--- src/rtl/mem_arbiter_if.sv ---
// mem_arbiter_if: bundle of the CPU-side and memory-side signals of mem_arbiter.
//   fetch port : if_req, if_addr -> if_ready, if_rvalid, if_rdata
//   data port  : d_req, d_we, d_be, d_addr, d_wdata -> d_ready, d_rvalid, d_rdata
//   memory     : mem_en, mem_we, mem_be, mem_addr, mem_wdata <- mem_rdata
//   status     : busy
// Modports: slave = arbiter view, master = environment (CPU + memory) view.
interface mem_arbiter_if #(
  parameter int ADDR_WIDTH = 32,
  parameter int DATA_WIDTH = 32
);
  logic                      if_req;
  logic [ADDR_WIDTH-1:0]     if_addr;
  logic                      if_ready;
  logic                      if_rvalid;
  logic [DATA_WIDTH-1:0]     if_rdata;
  logic                      d_req;
  logic                      d_we;
  logic [DATA_WIDTH/8-1:0]   d_be;
  logic [ADDR_WIDTH-1:0]     d_addr;
  logic [DATA_WIDTH-1:0]     d_wdata;
  logic                      d_ready;
  logic                      d_rvalid;
  logic [DATA_WIDTH-1:0]     d_rdata;
  logic                      mem_en;
  logic                      mem_we;
  logic [DATA_WIDTH/8-1:0]   mem_be;
  logic [ADDR_WIDTH-1:0]     mem_addr;
  logic [DATA_WIDTH-1:0]     mem_wdata;
  logic [DATA_WIDTH-1:0]     mem_rdata;
  logic                      busy;

  modport slave (
    input  if_req, if_addr, d_req, d_we, d_be, d_addr, d_wdata, mem_rdata,
    output if_ready, if_rvalid, if_rdata, d_ready, d_rvalid, d_rdata,
           mem_en, mem_we, mem_be, mem_addr, mem_wdata, busy
  );

  modport master (
    output if_req, if_addr, d_req, d_we, d_be, d_addr, d_wdata, mem_rdata,
    input  if_ready, if_rvalid, if_rdata, d_ready, d_rvalid, d_rdata,
           mem_en, mem_we, mem_be, mem_addr, mem_wdata, busy
  );
endinterface

--- src/rtl/mem_arbiter.sv ---
// mem_arbiter: shares one single-port word memory between the CPU fetch port
// and the CPU load/store port. One access is outstanding at a time and is
// sequenced IDLE -> ISSUE -> WAIT (MEM_LATENCY cycles) -> RESP.
// Ports:
//   clk    : rising-edge clock
//   reset  : synchronous, active-high
//   bus    : mem_arbiter_if.slave (fetch port, data port, memory port, busy)
// Parameters: ADDR_WIDTH, DATA_WIDTH, MEM_LATENCY (1..15).
// Optional build macro MEM_ARB_FIXED_PRIO_EN: when defined the data port wins
// every tie; otherwise ties are resolved round-robin.
module mem_arbiter #(
  parameter int ADDR_WIDTH  = 32,
  parameter int DATA_WIDTH  = 32,
  parameter int MEM_LATENCY = 1
) (
  input  logic         clk,
  input  logic         reset,
  mem_arbiter_if.slave bus
);
  localparam int         BE_WIDTH = DATA_WIDTH / 8;
  localparam logic [3:0] LAT_LOAD = 4'(MEM_LATENCY - 1);

  typedef enum logic [1:0] {
    ST_IDLE  = 2'd0,
    ST_ISSUE = 2'd1,
    ST_WAIT  = 2'd2,
    ST_RESP  = 2'd3
  } state_t;

  state_t                  state_r;
  logic                    last_grant_r;  // 1 = data port, 0 = fetch port
  logic                    owner_r;       // port owning the access in flight
  logic                    owner_we_r;    // access in flight is a write
  logic [3:0]              cnt_r;
  logic                    if_ready_r;
  logic                    if_rvalid_r;
  logic [DATA_WIDTH-1:0]   if_rdata_r;
  logic                    d_ready_r;
  logic                    d_rvalid_r;
  logic [DATA_WIDTH-1:0]   d_rdata_r;
  logic                    mem_en_r;
  logic                    mem_we_r;
  logic [BE_WIDTH-1:0]     mem_be_r;
  logic [ADDR_WIDTH-1:0]   mem_addr_r;
  logic [DATA_WIDTH-1:0]   mem_wdata_r;
  logic                    busy_r;
  logic                    any_req_s;
  logic                    pick_data_s;

  // Winner selection for a request sampled in IDLE (1 = data port)
  always_comb begin
    any_req_s   = bus.if_req | bus.d_req;
    pick_data_s = 1'b0;
    if (bus.if_req && bus.d_req) begin
`ifdef MEM_ARB_FIXED_PRIO_EN
      pick_data_s = 1'b1;
`else
      pick_data_s = ~last_grant_r;
`endif
    end else if (bus.d_req) begin
      pick_data_s = 1'b1;
    end else begin
      pick_data_s = 1'b0;
    end
  end

  // Access sequencer; every output is a register updated here
  always_ff @(posedge clk) begin
    if (reset) begin
      state_r      <= ST_IDLE;
      last_grant_r <= 1'b1;
      owner_r      <= 1'b0;
      owner_we_r   <= 1'b0;
      cnt_r        <= 4'd0;
      if_ready_r   <= 1'b0;
      if_rvalid_r  <= 1'b0;
      if_rdata_r   <= {DATA_WIDTH{1'b0}};
      d_ready_r    <= 1'b0;
      d_rvalid_r   <= 1'b0;
      d_rdata_r    <= {DATA_WIDTH{1'b0}};
      mem_en_r     <= 1'b0;
      mem_we_r     <= 1'b0;
      mem_be_r     <= {BE_WIDTH{1'b0}};
      mem_addr_r   <= {ADDR_WIDTH{1'b0}};
      mem_wdata_r  <= {DATA_WIDTH{1'b0}};
      busy_r       <= 1'b0;
    end else begin
      // Pulse outputs fall back to 0 unless a state below raises them
      if_ready_r  <= 1'b0;
      d_ready_r   <= 1'b0;
      if_rvalid_r <= 1'b0;
      d_rvalid_r  <= 1'b0;
      mem_en_r    <= 1'b0;
      mem_we_r    <= 1'b0;
      case (state_r)
        ST_IDLE: begin
          if (any_req_s) begin
            owner_r      <= pick_data_s;
            last_grant_r <= pick_data_s;
            mem_en_r     <= 1'b1;
            busy_r       <= 1'b1;
            state_r      <= ST_ISSUE;
            if (pick_data_s) begin
              owner_we_r  <= bus.d_we;
              mem_we_r    <= bus.d_we;
              mem_be_r    <= bus.d_be;
              mem_addr_r  <= bus.d_addr;
              mem_wdata_r <= bus.d_wdata;
              d_ready_r   <= 1'b1;
            end else begin
              owner_we_r  <= 1'b0;
              mem_we_r    <= 1'b0;
              mem_be_r    <= {BE_WIDTH{1'b1}};
              mem_addr_r  <= bus.if_addr;
              mem_wdata_r <= {DATA_WIDTH{1'b0}};
              if_ready_r  <= 1'b1;
            end
          end else begin
            busy_r  <= 1'b0;
            state_r <= ST_IDLE;
          end
        end
        ST_ISSUE: begin
          cnt_r   <= LAT_LOAD;
          state_r <= ST_WAIT;
        end
        ST_WAIT: begin
          // Counter reaching 0 marks the cycle in which mem_rdata is valid
          if (cnt_r == 4'd0) begin
            state_r <= ST_RESP;
            if (owner_r) begin
              d_rvalid_r <= 1'b1;
              d_rdata_r  <= owner_we_r ? {DATA_WIDTH{1'b0}} : bus.mem_rdata;
            end else begin
              if_rvalid_r <= 1'b1;
              if_rdata_r  <= bus.mem_rdata;
            end
          end else begin
            cnt_r <= cnt_r - 4'd1;
          end
        end
        ST_RESP: begin
          busy_r  <= 1'b0;
          state_r <= ST_IDLE;
        end
        default: begin
          busy_r  <= 1'b0;
          state_r <= ST_IDLE;
        end
      endcase
    end
  end

  assign bus.if_ready  = if_ready_r;
  assign bus.if_rvalid = if_rvalid_r;
  assign bus.if_rdata  = if_rdata_r;
  assign bus.d_ready   = d_ready_r;
  assign bus.d_rvalid  = d_rvalid_r;
  assign bus.d_rdata   = d_rdata_r;
  assign bus.mem_en    = mem_en_r;
  assign bus.mem_we    = mem_we_r;
  assign bus.mem_be    = mem_be_r;
  assign bus.mem_addr  = mem_addr_r;
  assign bus.mem_wdata = mem_wdata_r;
  assign bus.busy      = busy_r;
endmodule

--- src/flat_wrapper.sv ---
// flat-port wrapper written by rule: the top's interface ports become plain ports
module mem_arbiter_flat 
#(
  parameter int ADDR_WIDTH  = 32,
  parameter int DATA_WIDTH  = 32,
  parameter int MEM_LATENCY = 1
)
  (clk, reset, bus_if_req, bus_if_addr, bus_d_req, bus_d_we, bus_d_be, bus_d_addr, bus_d_wdata, bus_mem_rdata, bus_if_ready, bus_if_rvalid, bus_if_rdata, bus_d_ready, bus_d_rvalid, bus_d_rdata, bus_mem_en, bus_mem_we, bus_mem_be, bus_mem_addr, bus_mem_wdata, bus_busy);
  mem_arbiter_if #(.ADDR_WIDTH(ADDR_WIDTH), .DATA_WIDTH(DATA_WIDTH)) bus_i ();
  input  logic clk;
  input  logic reset;
  input wire logic [$bits(bus_i.if_req)-1:0] bus_if_req;
  input wire logic [$bits(bus_i.if_addr)-1:0] bus_if_addr;
  input wire logic [$bits(bus_i.d_req)-1:0] bus_d_req;
  input wire logic [$bits(bus_i.d_we)-1:0] bus_d_we;
  input wire logic [$bits(bus_i.d_be)-1:0] bus_d_be;
  input wire logic [$bits(bus_i.d_addr)-1:0] bus_d_addr;
  input wire logic [$bits(bus_i.d_wdata)-1:0] bus_d_wdata;
  input wire logic [$bits(bus_i.mem_rdata)-1:0] bus_mem_rdata;
  output wire logic [$bits(bus_i.if_ready)-1:0] bus_if_ready;
  output wire logic [$bits(bus_i.if_rvalid)-1:0] bus_if_rvalid;
  output wire logic [$bits(bus_i.if_rdata)-1:0] bus_if_rdata;
  output wire logic [$bits(bus_i.d_ready)-1:0] bus_d_ready;
  output wire logic [$bits(bus_i.d_rvalid)-1:0] bus_d_rvalid;
  output wire logic [$bits(bus_i.d_rdata)-1:0] bus_d_rdata;
  output wire logic [$bits(bus_i.mem_en)-1:0] bus_mem_en;
  output wire logic [$bits(bus_i.mem_we)-1:0] bus_mem_we;
  output wire logic [$bits(bus_i.mem_be)-1:0] bus_mem_be;
  output wire logic [$bits(bus_i.mem_addr)-1:0] bus_mem_addr;
  output wire logic [$bits(bus_i.mem_wdata)-1:0] bus_mem_wdata;
  output wire logic [$bits(bus_i.busy)-1:0] bus_busy;
  assign bus_i.if_req = bus_if_req;
  assign bus_i.if_addr = bus_if_addr;
  assign bus_i.d_req = bus_d_req;
  assign bus_i.d_we = bus_d_we;
  assign bus_i.d_be = bus_d_be;
  assign bus_i.d_addr = bus_d_addr;
  assign bus_i.d_wdata = bus_d_wdata;
  assign bus_i.mem_rdata = bus_mem_rdata;
  assign bus_if_ready = bus_i.if_ready;
  assign bus_if_rvalid = bus_i.if_rvalid;
  assign bus_if_rdata = bus_i.if_rdata;
  assign bus_d_ready = bus_i.d_ready;
  assign bus_d_rvalid = bus_i.d_rvalid;
  assign bus_d_rdata = bus_i.d_rdata;
  assign bus_mem_en = bus_i.mem_en;
  assign bus_mem_we = bus_i.mem_we;
  assign bus_mem_be = bus_i.mem_be;
  assign bus_mem_addr = bus_i.mem_addr;
  assign bus_mem_wdata = bus_i.mem_wdata;
  assign bus_busy = bus_i.busy;
  mem_arbiter #(.ADDR_WIDTH(ADDR_WIDTH), .DATA_WIDTH(DATA_WIDTH), .MEM_LATENCY(MEM_LATENCY)) u_core (.clk(clk), .reset(reset), .bus(bus_i));
endmodule
--- config.mk ---
export PLATFORM = sky130hd
export DESIGN_NAME = mem_arbiter_flat
export DESIGN_NICKNAME = d
export VERILOG_FILES = /design/src/rtl/mem_arbiter_if.sv /design/src/rtl/mem_arbiter.sv /design/src/flat_wrapper.sv
export SDC_FILE = /design/constraint.sdc
export NUM_CORES = 1
export LEC_CHECK = 0
export CORE_ASPECT_RATIO = 1.75
export CORE_MARGIN = 3
export CORE_UTILIZATION = 30
export CTS_CLUSTER_DIAMETER = 200
export DETAILED_ROUTE_END_ITERATION = 12
export PLACE_DENSITY = 0.66
export SYNTH_ARGS = -nofsm -noshare
export SYNTH_HDL_FRONTEND = slang
export SYNTH_SLANG_ARGS = --single-unit
--- constraint.sdc ---
create_clock -name clk -period 4.1 [get_ports clk]
set_input_delay 0.82 -clock clk [delete_from_list [all_inputs] [get_ports clk]]
set_output_delay 0.82 -clock clk [all_outputs]
set_load 0.02 [all_outputs]
==> results of run 1 <==
## kinds of logic after synthesis
family	count (synthesis)	share of synthesized area (%)
compound gates	248	25.97
flops	148	51.94
buf+inv	72	5.352
fa+ha+maj	6	1.316
simple gates	160	15.42
## power by group through the flow
| stage | combinational [mW] | clock [mW] | sequential (mW) |
|---|---|---|---|
| after CTS | 1.15 | 1.54 | 1.66 |
| after floorplan | 0.453 | 0 | 1.85 |
| after detailed placement | 1.15 | 0 | 1.69 |
| final | 1.14 | 1.49 | 1.66 |
| after global placement | 1.15 | 0 | 1.69 |
| after global routing | 1.24 | 1.60 | 1.68 |
## flip-flops by register name (all words and copies together), names as in the netlist, 2 cells and up
signal                flops
u_core.bus.d_rdata       32
u_core.bus.if_rdata      32
u_core.bus.mem_addr      32
u_core.bus.mem_be         4
u_core.bus.mem_wdata     32
u_core.cnt_r              4
u_core.state_r            2
## stage by stage
step                total power [mW]  instances  cell area [µm²]  worst slack, ns
finish                         4.292       1124             9136            1.625
global route                   4.516       1124             9136            1.422
CTS                            4.353       1124             9136            1.632
detailed placement             2.839       1092             8573            1.223
global placement               2.835       1092             8573            1.303
floorplan                      2.302        634             5704            2.233
## Yosys cell counts, types with 2 or more instances
| cell type | instances |
|---|---|
| nor2_1 | 41 |
| nor3_1 | 3 |
| inv_1 | 5 |
| nand2_1 | 34 |
| ha_1 | 6 |
| o21ai_1 | 30 |
| nand2b_1 | 2 |
| a211oi_1 | 32 |
| buf_1 | 3 |
| o32ai_1 | 4 |
| a21oi_1 | 103 |
| a22o_1 | 32 |
| o21ai_0 | 40 |
| clkbuf_1 | 39 |
| buf_4 | 2 |
| nand4b_1 | 34 |
| dfxtp_1 | 148 |
| nand3_1 | 35 |
| buf_2 | 22 |
## metal layers
| metal | share of wire (%) | routed length [µm] |
|---|---|---|
| met4 | 1.9 | 370 |
| met5 | 0 | 0 |
| met3 | 5.0 | 952 |
| met2 | 54 | 10290 |
| met1 | 39 | 7366 |
## how the worst max path moves through the flow
stage | startpoint | endpoint | slack (ns)
floorplan | bus_if_req | u_core.bus.mem_addr[15] | 2.23
global placement | bus_d_req | u_core.bus.mem_addr[30] | 1.30
detailed placement | bus_d_req | u_core.bus.mem_addr[23] | 1.22
CTS | bus_d_req | u_core.bus.mem_addr[23] | 1.63
global route | u_core.state_r[0] | u_core.bus.d_rdata[11] | 1.42
finish | bus_d_req | u_core.bus.mem_addr[31] | 1.63
## critical path: cells and delay by family
family | cells | cell delay [ns]
buffers and inverters | 2 | 0.94
AOI/OAI and AO/OA | 3 | 1.03
## area by class of cell
class | instances | area share (%)
sequential | 148 | 32.44
clock inverter | 12 | 1.164
inverter | 6 | 0.2465
multi-input combinational | 414 | 26.75
tap | 238 | 3.259
timing repair buffer | 286 | 31.14
clock buffer | 20 | 4.999
==> metrics.cfg, run 1 <==
[place]
portBuffers=275
gp_congestion=0.7714
place.detailed.hpwl_mm=13.00

[timing]
max_freq_mhz=404.1
post-route-min-period_ns=2.475
finalClockSkew_ns=0.005622
rsz0062_at_grt=no
fin_crit_sh_pct=60.35
tightest_slew_ns=1.064
slew_headroom_pct=28.96
drv_slew=0
tns_ns=0
final_hold_viol_count=0
whs_ns=0.4736
finalSetupViolCount=0

[worst_setup_path]
cp.arrival_ns=2.79
regToRegSetupSlack_ns=1.68
critPathMaxStageDelay_ns=0.67
worstPathMaxFanout=19
crit_type=input pin to flop
r2r_start=u_core.state_r[0]
path_cells=clkdlybuf4s50_1, a21boi_2, buf_4, a21oi_1, a211oi_1
start_kind=input pin
cp.required_ns=4.42
reg2reg_depth=6
crit_slowest_cell=a21boi_2
worst_r2r_endpoint=u_core.bus.d_rdata[11]
cp-end-kind=flop

[finish]
utilization_pct=48.95
final_cell_mix=274 x clkdlybuf4s50_1, 147 x dfxtp_1, 103 x a21oi_1, 40 x nor2_1, 40 x o21ai_0
multi_input_area_mm2=0.002444
num-fill-cells=1834
final_common_cell=clkdlybuf4s50_1
drive_gt1_share_pct=5.982
antennaDiodeCount=0
seq_area_mm2=0.002964
area_delta_synth_final_pct=60.17
final_nets=1016

[global_routing]
globalRouteTotalUtil_pct=18.22
antenna_found_initial=0
grt_max_degree=69
grt_pass1_wl_mm=29.76
busiest_layer=met2
use_met3_pct=4.011
met2_usage_pct=33.16
gr-total-overflow=0
grt_pass1_vias=5645
use_met1_pct=20.18

[logic_synthesis]
netlist.area_leader.share_pct=51.94
synth_nets=777
ys_async_sr_fraction_pct=0
synth.ff_latch_count=148
synthCells=634
yosys.area.top_type=dfxtp_1
synth_area_leaders=dfxtp_1 52%, a21oi_1 9.0%, nand4b_1 5.2%, a22o_1 4.9%, a211oi_1 4.2%
postSynthAreaPerCell_um2=8.997
seq_area_frac_synth_pct=51.94
yosys_warnings=0
syn_area_mm2=0.005704
synth_ff_type=dfxtp_1
synthDistinctLibCells=38
synth-edff-count=0

[power]
combinationalPowerShare_pct=26.5
power.share.switching_pct=31.12
clkPwrFrac_pct=34.7
ir_drop_uv=247.2
powerDensity_mw_per_mm2=469.8
p_leak_nw=3.223
p_switching_mw=1.336
internal_power_mw=2.957
pwr-share-seq_pct=38.7

[detailed_routing]
routedWlPerCell_um=16.89
antenna_left=0
drc=0
drt_iter0_drc=442
dr.pass1.iters=4
drt-total-wl_mm=18.98
vias=5612
vias_per_cell=4.993

[cts]
cts_made_buffers=17
clockBufferDepth=2
ctsResizeCount=0
post-cts-setup-buffer-count=0
cts_root_buf=clkbuf_16
cts_tree=done
cts_htree_levels=4
clkTransAtPathRegs_ns=0.06
holdBufCountCts=0
cts_sinks=148
clock_latency_ns=0.41

[hold_path]
hold_end=u_core.bus.d_rdata[29]
worst_hold_startpoint=u_core.bus.d_rdata[29]
min_path_type=flop to flop
holdPathStages=2

[die]
die_w_um=110.2
dieArea_mm2=0.02077
die_h_um=188.4
ios=276
start_util_pct=30.56
rows=66
core_area_mm2=0.01866

[run]
drv_cap=0

[outcome]
status=complete, no violations

Note: power is estimated with default switching activity, not from simulation.
==> run 2, diff against run 1 <==
- clock period: 4.1 -> 2.5 ns (I/O delays scaled with it)
==> run 2 against run 1 <==
  * Critical path depth is 1 higher
  * Combinational power grew 69%
  * Sequential power rose by 64%
  * Global-route usage increased by 0.33 points
  * Die area did not move
  * Via count up 1.3%
  * Core utilization increased by 0.72 points
  * Clock-buffer cell count down 1
  * Clock skew up 0.0040 ns
  * Register-to-register slack got worse by 1.3 ns
  * Critical endpoint is now u_core.bus.if_rdata[8]
==> metrics.cfg, run 2 (same netlist as run 1, synthesis figures left out) <==
[detailed_routing]
dr.pass1.iters=5  ; +1
drt_iter0_drc=363  ; -18%
routedWlPerCell_um=17.05  ; +0.96%
drt-total-wl_mm=19.30  ; +1.7%
antenna_left=0  ; unchanged
vias=5684  ; +1.3%
drc=0  ; unchanged
vias_per_cell=5.021  ; +0.57%

[die]
rows=66  ; unchanged
core_area_mm2=0.01866  ; unchanged
ios=276  ; unchanged
die_w_um=110.2  ; unchanged
start_util_pct=30.56  ; unchanged
die_h_um=188.4  ; unchanged
dieArea_mm2=0.02077  ; unchanged

[hold_path]
hold_end=u_core.bus.mem_addr[2]
worst_hold_startpoint=reset
holdPathStages=2  ; unchanged
min_path_type=input pin to flop

[cts]
ctsResizeCount=0  ; unchanged
cts_htree_levels=4  ; unchanged
post-cts-setup-buffer-count=0  ; unchanged
clock_latency_ns=0.42  ; about the same
holdBufCountCts=0  ; unchanged
clkTransAtPathRegs_ns=0.07  ; about the same
cts_made_buffers=17  ; unchanged
cts_root_buf=clkbuf_16
cts_sinks=148  ; unchanged
clockBufferDepth=2  ; unchanged
cts_tree=done

[place]
gp_congestion=0.7619  ; -1.2%
place.detailed.hpwl_mm=13.31  ; +2.4%
portBuffers=275  ; unchanged
placed_cells=1100  ; +0.73%

[power]
powerDensity_mw_per_mm2=785.4  ; +67%
p_leak_nw=3.290  ; +2.1%
ir_drop_uv=364.9  ; +48%
total_power_mw=7.282  ; +70%

[timing]
rsz0062_at_grt=no
drv_slew=0  ; unchanged
max_freq_mhz=482.2
finalSetupViolCount=0  ; unchanged
tightest_slew_ns=0.6916  ; -0.3727 ns
post-route-min-period_ns=2.074
fin_crit_sh_pct=82.95
slew_headroom_pct=53.90  ; +25 points
final_hold_viol_count=0  ; unchanged
tns_ns=0  ; unchanged
finalClockSkew_ns=0.009587  ; +0.003965 ns

[global_routing]
grt_pass1_wl_mm=30.12  ; +1.2%
grt_pass1_vias=5643  ; -0.035%
antenna_found_initial=0  ; unchanged
globalRouteTotalUtil_pct=18.54  ; +0.33 points
grt_max_degree=85  ; +23%
gr-total-overflow=0  ; unchanged

[finish]
final_cell_mix=274 x clkdlybuf4s50_1, 147 x dfxtp_1, 103 x a21oi_1, 40 x nor2_1, 40 x o21ai_0
final_common_cell=clkdlybuf4s50_1
drive_gt1_share_pct=6.823  ; +0.84 points
antennaDiodeCount=0  ; unchanged
final_nets=1024  ; +0.79%
layout.cells.non_filler=1132  ; +0.71%
area_delta_synth_final_pct=62.54

[run]
drv_cap=0  ; unchanged

[worst_setup_path]
cp-end-kind=flop
r2r_start=u_core.state_r[0]
worstPathMaxFanout=50  ; +31
worst_r2r_endpoint=u_core.bus.if_rdata[8]
regToRegSetupSlack_ns=0.43  ; -1.25 ns
crit_type=flop to flop
cp.required_ns=2.79  ; -1.63 ns
reg2reg_depth=6  ; unchanged
cp.arrival_ns=2.36  ; -0.43 ns
start_kind=flop

[outcome]
status=complete, no violations

## run 2: cell count changes in the layout (fill, tap and decap cells not counted), sizes merged
cell    previous run  this run
clkinv             6         5
buf               12        20
clkbuf            20        19
bufinv             1         3
## run 2: worst max-delay path: stages (launching register included)
cell       delay [ns]
dfxtp_1          0.34
inv_1            0.11
ha_1             0.39
nand4bb_2        0.47
buf_12           0.36
o21ai_0          0.18
a21oi_1          0.08
## run 2: per-layer routing
metal | wire [µm] | track usage, % | share of wire (%)
met3 | 1063 | 4.525 | 5.5
met1 | 7195 | 19.76 | 37
met4 | 432 | 7.255 | 2.2
met5 | 0 | 0 | 0
met2 | 10610 | 34.05 | 55
## run 2: worst max path at each step
stage | startpoint | end
floorplan | u_core.state_r[0] | u_core.cnt_r[3]
finish | u_core.state_r[0] | u_core.bus.if_rdata[8]
CTS | u_core.state_r[0] | u_core.bus.if_rdata[7]
global route | u_core.state_r[0] | u_core.bus.if_rdata[8]
global placement | bus_if_req | u_core.bus.mem_wdata[24]
detailed placement | bus_if_req | u_core.bus.mem_wdata[25]
## run 2: report_power, final
group	internal [mW]	leakage, nW	switching (mW)
clock network	1.59	0.285	1.04
registers	2.60	1.21	0.121
logic	0.870	1.80	1.06
## run 2: layout make-up
type                       count  area (µm²)
clock inverter                13       157.7
inverter                       6       22.52
sequential                   148        2964
clock buffer                  19       442.9
tap                          238       297.8
fill                        1837        9392
timing repair buffer         294        2943
multi-input combinational    414        2444
## run 2: stage by stage
stage / hold slack [ns] / setup WS (ns) / area [µm²] / util [%]
after global placement: 0.4454 / 0.4826 / 8671 / 46.46
after CTS: 0.3888 / 0.4384 / 9271 / 49.68
after detailed placement: 0.4505 / 0.4346 / 8671 / 46.46
final: 0.3972 / 0.4263 / 9271 / 49.68
after floorplan: 0.4575 / 0.8780 / 5704 / -
after global routing: 0.4074 / 0.1733 / 9271 / 49.68
==> run 3, diff against run 2 <==
- clock period: 2.5 -> 1.95 ns (I/O delays scaled with it)
==> run 3 against run 2 <==
  * Die area unchanged
  * Critical endpoint is now bus_busy
  * Clock power increased by 26%
  * Global-route usage decreased by 0.21 points
==> metrics.cfg, run 3 (same netlist as run 1, synthesis figures left out) <==
[global_routing]
gr-total-overflow=0  ; unchanged
grt_pass1_vias=5581  ; -1.1%
use_met1_pct=19.60  ; -0.16 points
globalRouteTotalUtil_pct=18.33  ; -0.21 points
met2_usage_pct=32.58  ; -1.5 points
grt_max_degree=67  ; -21%
grt_pass1_wl_mm=29.66  ; -1.5%
antenna_found_initial=1  ; +1
busiest_layer=met2
use_met3_pct=4.559  ; +0.034 points

[cts]
cts_made_buffers=17  ; unchanged
cts_sinks=148  ; unchanged
clock_latency_ns=0.42  ; about the same
holdBufCountCts=0  ; unchanged
post-cts-setup-buffer-count=0  ; unchanged
cts_tree=done
ctsResizeCount=0  ; unchanged
clkTransAtPathRegs_ns=0.06  ; about the same
cts_htree_levels=4  ; unchanged
cts_root_buf=clkbuf_16
clockBufferDepth=2  ; unchanged

[timing]
finalSetupViolCount=0  ; unchanged
fin_crit_sh_pct=94.99
tightest_slew_ns=0.3290  ; -0.3625 ns
post-route-min-period_ns=1.852
finalClockSkew_ns=0.006357  ; -0.003230 ns
drv_slew=0  ; unchanged
tns_ns=0  ; unchanged
final_hold_viol_count=0  ; unchanged
max_freq_mhz=539.9
rsz0062_at_grt=no
layout_setup_ws_ns=0.09765  ; -0.3287 ns
whs_ns=0.3425  ; -0.05476 ns
slew_headroom_pct=78.06  ; +24 points

[power]
p_leak_nw=3.328  ; +1.2%
ir_drop_uv=539.2  ; +48%
powerDensity_mw_per_mm2=996.0  ; +27%

[detailed_routing]
antenna_left=0  ; unchanged
dr.pass1.iters=5  ; unchanged
drt-total-wl_mm=19.27  ; -0.18%
routedWlPerCell_um=16.94  ; -0.62%
vias=5753  ; +1.2%
vias_per_cell=5.060  ; +0.77%
drc=0  ; unchanged
drt_iter0_drc=366  ; +0.83%

[finish]
drive_gt1_share_pct=7.350  ; +0.53 points
final_common_cell=clkdlybuf4s50_1
utilization_pct=50.23  ; +0.55 points
area_delta_synth_final_pct=64.33
layout.cells.non_filler=1137  ; +0.44%
final_nets=1028  ; +0.39%
num-fill-cells=1768  ; -3.8%
final_cell_mix=274 x clkdlybuf4s50_1, 147 x dfxtp_1, 103 x a21oi_1, 40 x nor2_1, 40 x o21ai_0

[place]
placed_cells=1104  ; +0.36%
gp_congestion=0.7674  ; +0.72%
portBuffers=275  ; unchanged
place.detailed.hpwl_mm=13.29  ; -0.21%
pre_cts_ws_ns=0.05945  ; -0.3751 ns

[worst_setup_path]
worst_r2r_endpoint=u_core.state_r[0]
r2r_start=u_core.cnt_r[0]
worst-path-buf-inv=1  ; -1
path_cells=clkdlybuf4s50_1
cp.arrival_ns=1.46  ; -0.90 ns
regToRegSetupSlack_ns=0.28  ; -0.15 ns
crit_type=flop to output pin
cp-end-kind=output pin
critPathMaxStageDelay_ns=0.66  ; +0.19 ns
crit_family=buffers and inverters
start_kind=flop
reg2reg_depth=5  ; -1
cp.required_ns=1.56  ; -1.23 ns
crit_slowest_cell=clkdlybuf4s50_1
worstPathMaxFanout=2  ; -96%

[hold_path]
holdPathStages=2  ; unchanged
hold_end=u_core.bus.if_rdata[28]
worst_hold_startpoint=reset
min_path_type=input pin to flop

[die]
die_h_um=188.4  ; unchanged
start_util_pct=30.56  ; unchanged
rows=66  ; unchanged
core_area_mm2=0.01866  ; unchanged
ios=276  ; unchanged
dieArea_mm2=0.02077  ; unchanged
die_w_um=110.2  ; unchanged

[outcome]
status=complete, no violations

[run]
drv_cap=0  ; unchanged

-- run 3: changes by cell type in the layout (fill, tap and decap cells not counted) --
cell and delta:
buf_12 +6, clkinv_2 -1, clkbuf_8 +2, buf_4 -2
clkinv_4 -1, bufinv_16 -1, clkinvlp_4 +2, clkbuf_1 -1
diode_2 +1
-- run 3: worst max-delay path by stage --
stage	startpoint	endpoint	slack [ns]	depth (start not counted)
after floorplan	u_core.state_r[0]	u_core.cnt_r[3]	0.33	6
after global placement	bus_d_req	u_core.bus.mem_wdata[23]	0.08	5
after detailed placement	bus_d_req	u_core.bus.mem_wdata[29]	0.06	5
after CTS	u_core.bus.busy	bus_busy	0.07	1
after global routing	u_core.bus.busy	bus_busy	0.06	1
final	u_core.bus.busy	bus_busy	0.1	1
-- run 3: layout make-up --
type / instances / area [µm²] / share of cell area, %
antenna: 1 / 2.502 / 0.02670
clock buffer: 20 / 466.7 / 4.979
clock inverter: 12 / 128.9 / 1.375
inverter: 6 / 22.52 / 0.2403
multi-input combinational: 414 / 2444 / 26.07
sequential: 148 / 2964 / 31.62
tap: 238 / 297.8 / 3.177
timing repair buffer: 298 / 3048 / 32.51
-- run 3: where the power goes --
part | total [mW] | internal, mW | switching (mW)
Clock | 3.31 | 1.98 | 1.33
Sequential | 3.49 | 3.33 | 0.159
Combinational | 2.54 | 1.17 | 1.37
-- run 3: layer usage --
layer	vias up	share of wire, %
met5	-	0
met4	0	4.1
met3	40	5.5
met2	205	53
met1	2706	37
li1	2802	-
-- run 3: per-stage QoR --
step	area, µm²	power [mW]
3_5_place_dp	8776	6.106
2_1_floorplan	5704	4.839
4_1_cts	9371	9.456
3_3_place_gp	8776	6.087
5_1_grt	9374	9.776
6_report	9374	9.337
